==> config.mk <==
export PLATFORM = sky130hd
export DESIGN_NAME = gcd_engine
export DESIGN_NICKNAME = d
export VERILOG_FILES = /design/src/rtl/gcd_engine.sv
export SDC_FILE = /design/constraint.sdc
export NUM_CORES = 1
export LEC_CHECK = 0
export CAP_MARGIN = 10
export CELL_PAD_IN_SITES_DETAIL_PLACEMENT = 1
export CELL_PAD_IN_SITES_GLOBAL_PLACEMENT = 2
export CORE_ASPECT_RATIO = 0.5
export CORE_MARGIN = 2
export CORE_UTILIZATION = 30
export CTS_CLUSTER_SIZE = 40
export DETAILED_ROUTE_END_ITERATION = 6
export PLACE_DENSITY_LB_ADDON = 0.1
export SLEW_MARGIN = 20
export SYNTH_ARGS = -nofsm -noshare
export SYNTH_HDL_FRONTEND = slang
export SYNTH_SLANG_ARGS = --single-unit
==> constraint.sdc <==
create_clock -name clk -period 2.54 [get_ports clk]
set_input_delay 0.508 -clock clk [delete_from_list [all_inputs] [get_ports clk]]
set_output_delay 0.508 -clock clk [all_outputs]
set_load 0.005 [all_outputs]
==> src/rtl/gcd_engine.sv <==
// gcd_engine: multi-cycle GCD (subtractive by default, binary/Stein when GCD_ENGINE_STEIN_EN is defined).
// Every output is driven straight from a flop; done trails the DONE state by one cycle.
module gcd_engine #(
    parameter int WIDTH = 16,
    parameter int CNT_W = 16
) (
    input  logic             clk,
    input  logic             rst_n,
    input  logic             start,
    input  logic [WIDTH-1:0] a_in,
    input  logic [WIDTH-1:0] b_in,
    output logic             busy,
    output logic             done,
    output logic [WIDTH-1:0] gcd_out,
    output logic [CNT_W-1:0] iter_count,
    output logic             err_zero
);
    typedef enum logic [1:0] {S_IDLE, S_RUN, S_DONE} state_t;
    state_t state, state_d;
    logic [WIDTH-1:0] a, b, a_d, b_d, res_d;
    logic [CNT_W-1:0] cnt, cnt_d, cnt_inc, it_d;
    logic err_d;
    assign cnt_inc = &cnt ? cnt : cnt + CNT_W'(1);
`ifdef GCD_ENGINE_STEIN_EN
    localparam int KW = $clog2(WIDTH) + 1;
    logic [KW-1:0] k, k_d;
    always_ff @(posedge clk or negedge rst_n)
        if (!rst_n) k <= '0;
        else k <= k_d;
`endif
    always_comb begin
        state_d = state;
        a_d     = a;
        b_d     = b;
        cnt_d   = cnt;
        res_d   = gcd_out;
        it_d    = iter_count;
        err_d   = err_zero;
`ifdef GCD_ENGINE_STEIN_EN
        k_d     = k;
`endif
        case (state)
            S_IDLE: if (start) begin
                a_d   = a_in;
                b_d   = b_in;
                cnt_d = '0;
`ifdef GCD_ENGINE_STEIN_EN
                k_d   = '0;
`endif
                if (a_in == '0 || b_in == '0) begin
                    state_d = S_DONE;
                    res_d   = a_in | b_in;
                    it_d    = '0;
                    err_d   = (a_in | b_in) == '0;
                end else begin
                    state_d = S_RUN;
                end
            end
            S_RUN: if (a == b) begin
                state_d = S_DONE;
                it_d    = cnt;
                err_d   = 1'b0;
`ifdef GCD_ENGINE_STEIN_EN
                res_d   = a << k;
`else
                res_d   = a;
`endif
            end else begin
                cnt_d = cnt_inc;
`ifdef GCD_ENGINE_STEIN_EN
                // common factors of two are stripped together and restored via k
                if (!a[0] && !b[0]) begin
                    a_d = a >> 1;
                    b_d = b >> 1;
                    k_d = k + KW'(1);
                end else if (!a[0]) a_d = a >> 1;
                else if (!b[0]) b_d = b >> 1;
                else if (a > b) a_d = (a - b) >> 1;
                else b_d = (b - a) >> 1;
`else
                a_d = a > b ? a - b : a;
                b_d = a > b ? b : b - a;
`endif
            end
            default: state_d = S_IDLE;
        endcase
    end
    always_ff @(posedge clk or negedge rst_n)
        if (!rst_n) begin
            state      <= S_IDLE;
            a          <= '0;
            b          <= '0;
            cnt        <= '0;
            busy       <= 1'b0;
            done       <= 1'b0;
            gcd_out    <= '0;
            iter_count <= '0;
            err_zero   <= 1'b0;
        end else begin
            state      <= state_d;
            a          <= a_d;
            b          <= b_d;
            cnt        <= cnt_d;
            busy       <= state_d != S_IDLE;
            done       <= state == S_DONE;
            gcd_out    <= res_d;
            iter_count <= it_d;
            err_zero   <= err_d;
        end
endmodule

==> results.md <==
* Gate power share at 72.3%
* Largest net degree at the start of global routing at 52
* Number of antenna violations at the first check in global routing at 1
* Maximum vdd drop at 669 uV
* Setup violators final at 0
* Max Clock Freq at 395 MHz
* 1st-pass router iterations at 4
* Initial Utilization at 30.6%
* Top Ports at 70
* #FFs+latches synth at 85
* Critical path cell sequence: inv_2 > ha_4 > fa_2 > nand2b_4 > a21o_1 > a211oi_4 > buf_4 > nor3_2 > or4_1 > a41oi_2
* Final hold violation count at 0
* Critical Path Max Stage Delay at 500 ps
* Post-synth EDFFs at 0
* GRT Total Usage at 20.9%
* Setup crit start kind: flip-flop
* Final #Nets at 892
* CP required at 2810 ps
* Clock Skews at 9.34 ps
* Slowest CP cell: or4_1
* Sequential fraction of the synthesis area at 37.8%
* Crit path buf inv count at 2
* H-tree Lvls at 3
* Hold Crit Class: primary input to async pin
* Netlist cell types at 58
* Synth area leaders: dfrtp_1 38%, ha_1 7.1%, nand2_1 6.6%
* Leak Pwr at 3.47 nW
* Internal power at 6.35 mW
* Unrepaired setup endpoints after global routing: yes
* GP Congestion at 0.825
* Share of cells above drive strength 1 at 21.6%
* Starting DRT DRC Count at 250
* CP delay by family, top: simple AND/OR/NAND/NOR gates
* Drt wl/cell at 18.5 um
* Hold buffers post-CTS at 0
* Fin worst setup slack at 6.05 ps
* Switching share of power at 47.0%
* Critical Path AT at 2810 ps
* Asr flop ratio synth at 100%
* Synthesized area at 5630 sq um
* WHS at 173 ps
* Slew Limit Fails at 0
* HPWL after DPL at 15200 um
* Core area at 18400 sq um
* Clock Path Buffers at 2
* Full die area at 19900 sq um
* Clk_lat worst skew at 350 ps
* Number of remaining DRC errors at 0
* Share of the synthesized area in the top cell type at 37.8%
* Top-count cell post-synth: nand2_1
* Number of buffers created by CTS at 9
* Vias at 5418
* Row count at 35
* Area leader, netlist: dfrtp_1
* Status: complete, no violations
* Die height at 101 um
* PortBufs at 69
* Vias in the first global route at 5528
* Post-place setup slack at -213 ps
* GRT Residual Overflow at 0
* Root Buffer: clkbuf_16
* Global-route wire length before repair at 31400 um
* Final Critical Period at 2530 ps
* CTS tree: done
* Clock sinks at 85
* Ys flop type: dfrtp_1
* P per Cell Area at 1540 nW/um^2
* Final WL at 19700 um
* Switching pwr at 5.63 mW
* DR vias/cell at 5.07
* Post-synth net total at 748
* Nature of the critical path endpoint: flip-flop
* Ys Warns at 0
* Register share of total power at 17.0%
* Max Cap Viol at 0
* Slew headroom at 52.8%
* Mean Syn Cell Area at 8.28 sq um
* Share of power burned in the clock network at 10.7%
* Final core occ at 42.2%
* Post-route ant nets at 0
* Worst Path Class, Setup: flip-flop to flip-flop
* Reg clk slew, reported paths at 70 ps
* Mapped Cells at 679
* Crit-path max FO at 3
* Chip Width at 198 um
* Final cycle utilization of the critical path at 99.8%
* Commonest cells post-synth: 99 x nand2_1, 85 x dfrtp_1, 74 x o21ai_0
* Syn-to-layout area delta at 38.0%
* Worst-Margin Slew at 700 ps
-- stage by stage --
stage	setup TNS, ps	instance area [sq um]	instances	total power [mW]
6_report	0	7760	1069	12.0
5_1_grt	-1910	7760	1068	13.0
4_1_cts	-735	7600	1065	11.5
3_5_place_dp	-2080	7220	1046	9.75
3_3_place_gp	-303	7220	1046	9.64
2_1_floorplan	0	5630	679	6.91
-- state kept, by name, summed over array words and instances (netlist names) --
name and flops:
done 1, a 16, busy 1, err_zero 1, iter_count 16, state 2, gcd_out 16, cnt 16
b 16
-- layout by cell type (no fill, tap or decap), types with 12 or more instances in the layout --
cell | netlist | layout
clkdlybuf4s50_1 | 0 | 68
or3_1 | 19 | 19
a21oi_1 | 44 | 38
nand4_1 | 16 | 16
inv_1 | 40 | 38
buf_4 | 6 | 100
o21ai_0 | 74 | 68
nand3_1 | 12 | 12
nor2_1 | 53 | 52
xor2_1 | 19 | 19
dfrtp_1 | 85 | 85
ha_1 | 32 | 25
nand2_1 | 99 | 98
-- timing repair --
action | 4_1_cts | 5_1_grt
resized for setup | 23 | 35
buffers inserted | 3 | 3
hold endpoints to repair | 0 | 0
endpoints found under the setup margin | 30 | 50
pin swaps | 7 | 15
-- logic make-up after synthesis --
logic type	after synthesis	synth area share, %
multiplexers	6	1.09
AO/OA/AOI/OAI	188	20.8
flip-flops	85	37.8
adder cells (fa/ha/maj)	34	7.83
buffers and inverters	83	6.58
XOR/XNOR	28	4.36
AND/OR/NAND/NOR	255	21.6
-- metal layers --
metal | vias to the layer above | wire length [um] | global-route usage, %
li1 | 2658 | - | -
met1 | 2664 | 10600 | 31.7
met2 | 89 | 8270 | 31.1
met3 | 7 | 770 | 3.91
met4 | 0 | 87 | 3.30
met5 | - | 0 | 0
-- worst register-to-register path, delay by kind of cell, from the launching register on --
kind            cells  cell delay, ps
buf+inv             2             230
simple gates        3             700
fa+ha+maj           2             500
compound gates      3             640
flops               1             390
-- final timing paths --
| path | start | end | slack, ps | cells past startpoint |
|---|---|---|---|---|
| worst min-delay path | rst_n | iter_count[9] | 170 | 1 |
| worst max-delay path | a[0] | a[14] | 6 | 10 |
| max in group asynchronous | rst_n | b[6] | 1680 | 2 |
| worst min register to register | iter_count[5] | iter_count[5] | 480 | 2 |
| min in group clk | iter_count[5] | iter_count[5] | 480 | 2 |
| worst max register to register | a[0] | a[14] | 6 | 10 |
-- layout make-up --
type,instances,area (sq um)
Clock inverter,7,48.8
Tap cell,240,300
Sequential cell,85,2130
Multi-Input combinational cell,511,3340
Clock buffer,9,225
Antenna cell,1,2.50
Inverter,40,150
Fill cell,2196,10600
Timing Repair Buffer,176,1570
-- power by group through the flow --
stage	clock network [mW]	registers, mW	logic, mW
global route	1.39	2.10	9.54
floorplan	0	1.99	4.92
CTS	1.33	2.03	8.16
global placement	0	2.04	7.61
finish	1.28	2.04	8.65
detailed placement	0	2.05	7.70
No activity file was read; power rests on OpenSTA's default activity.
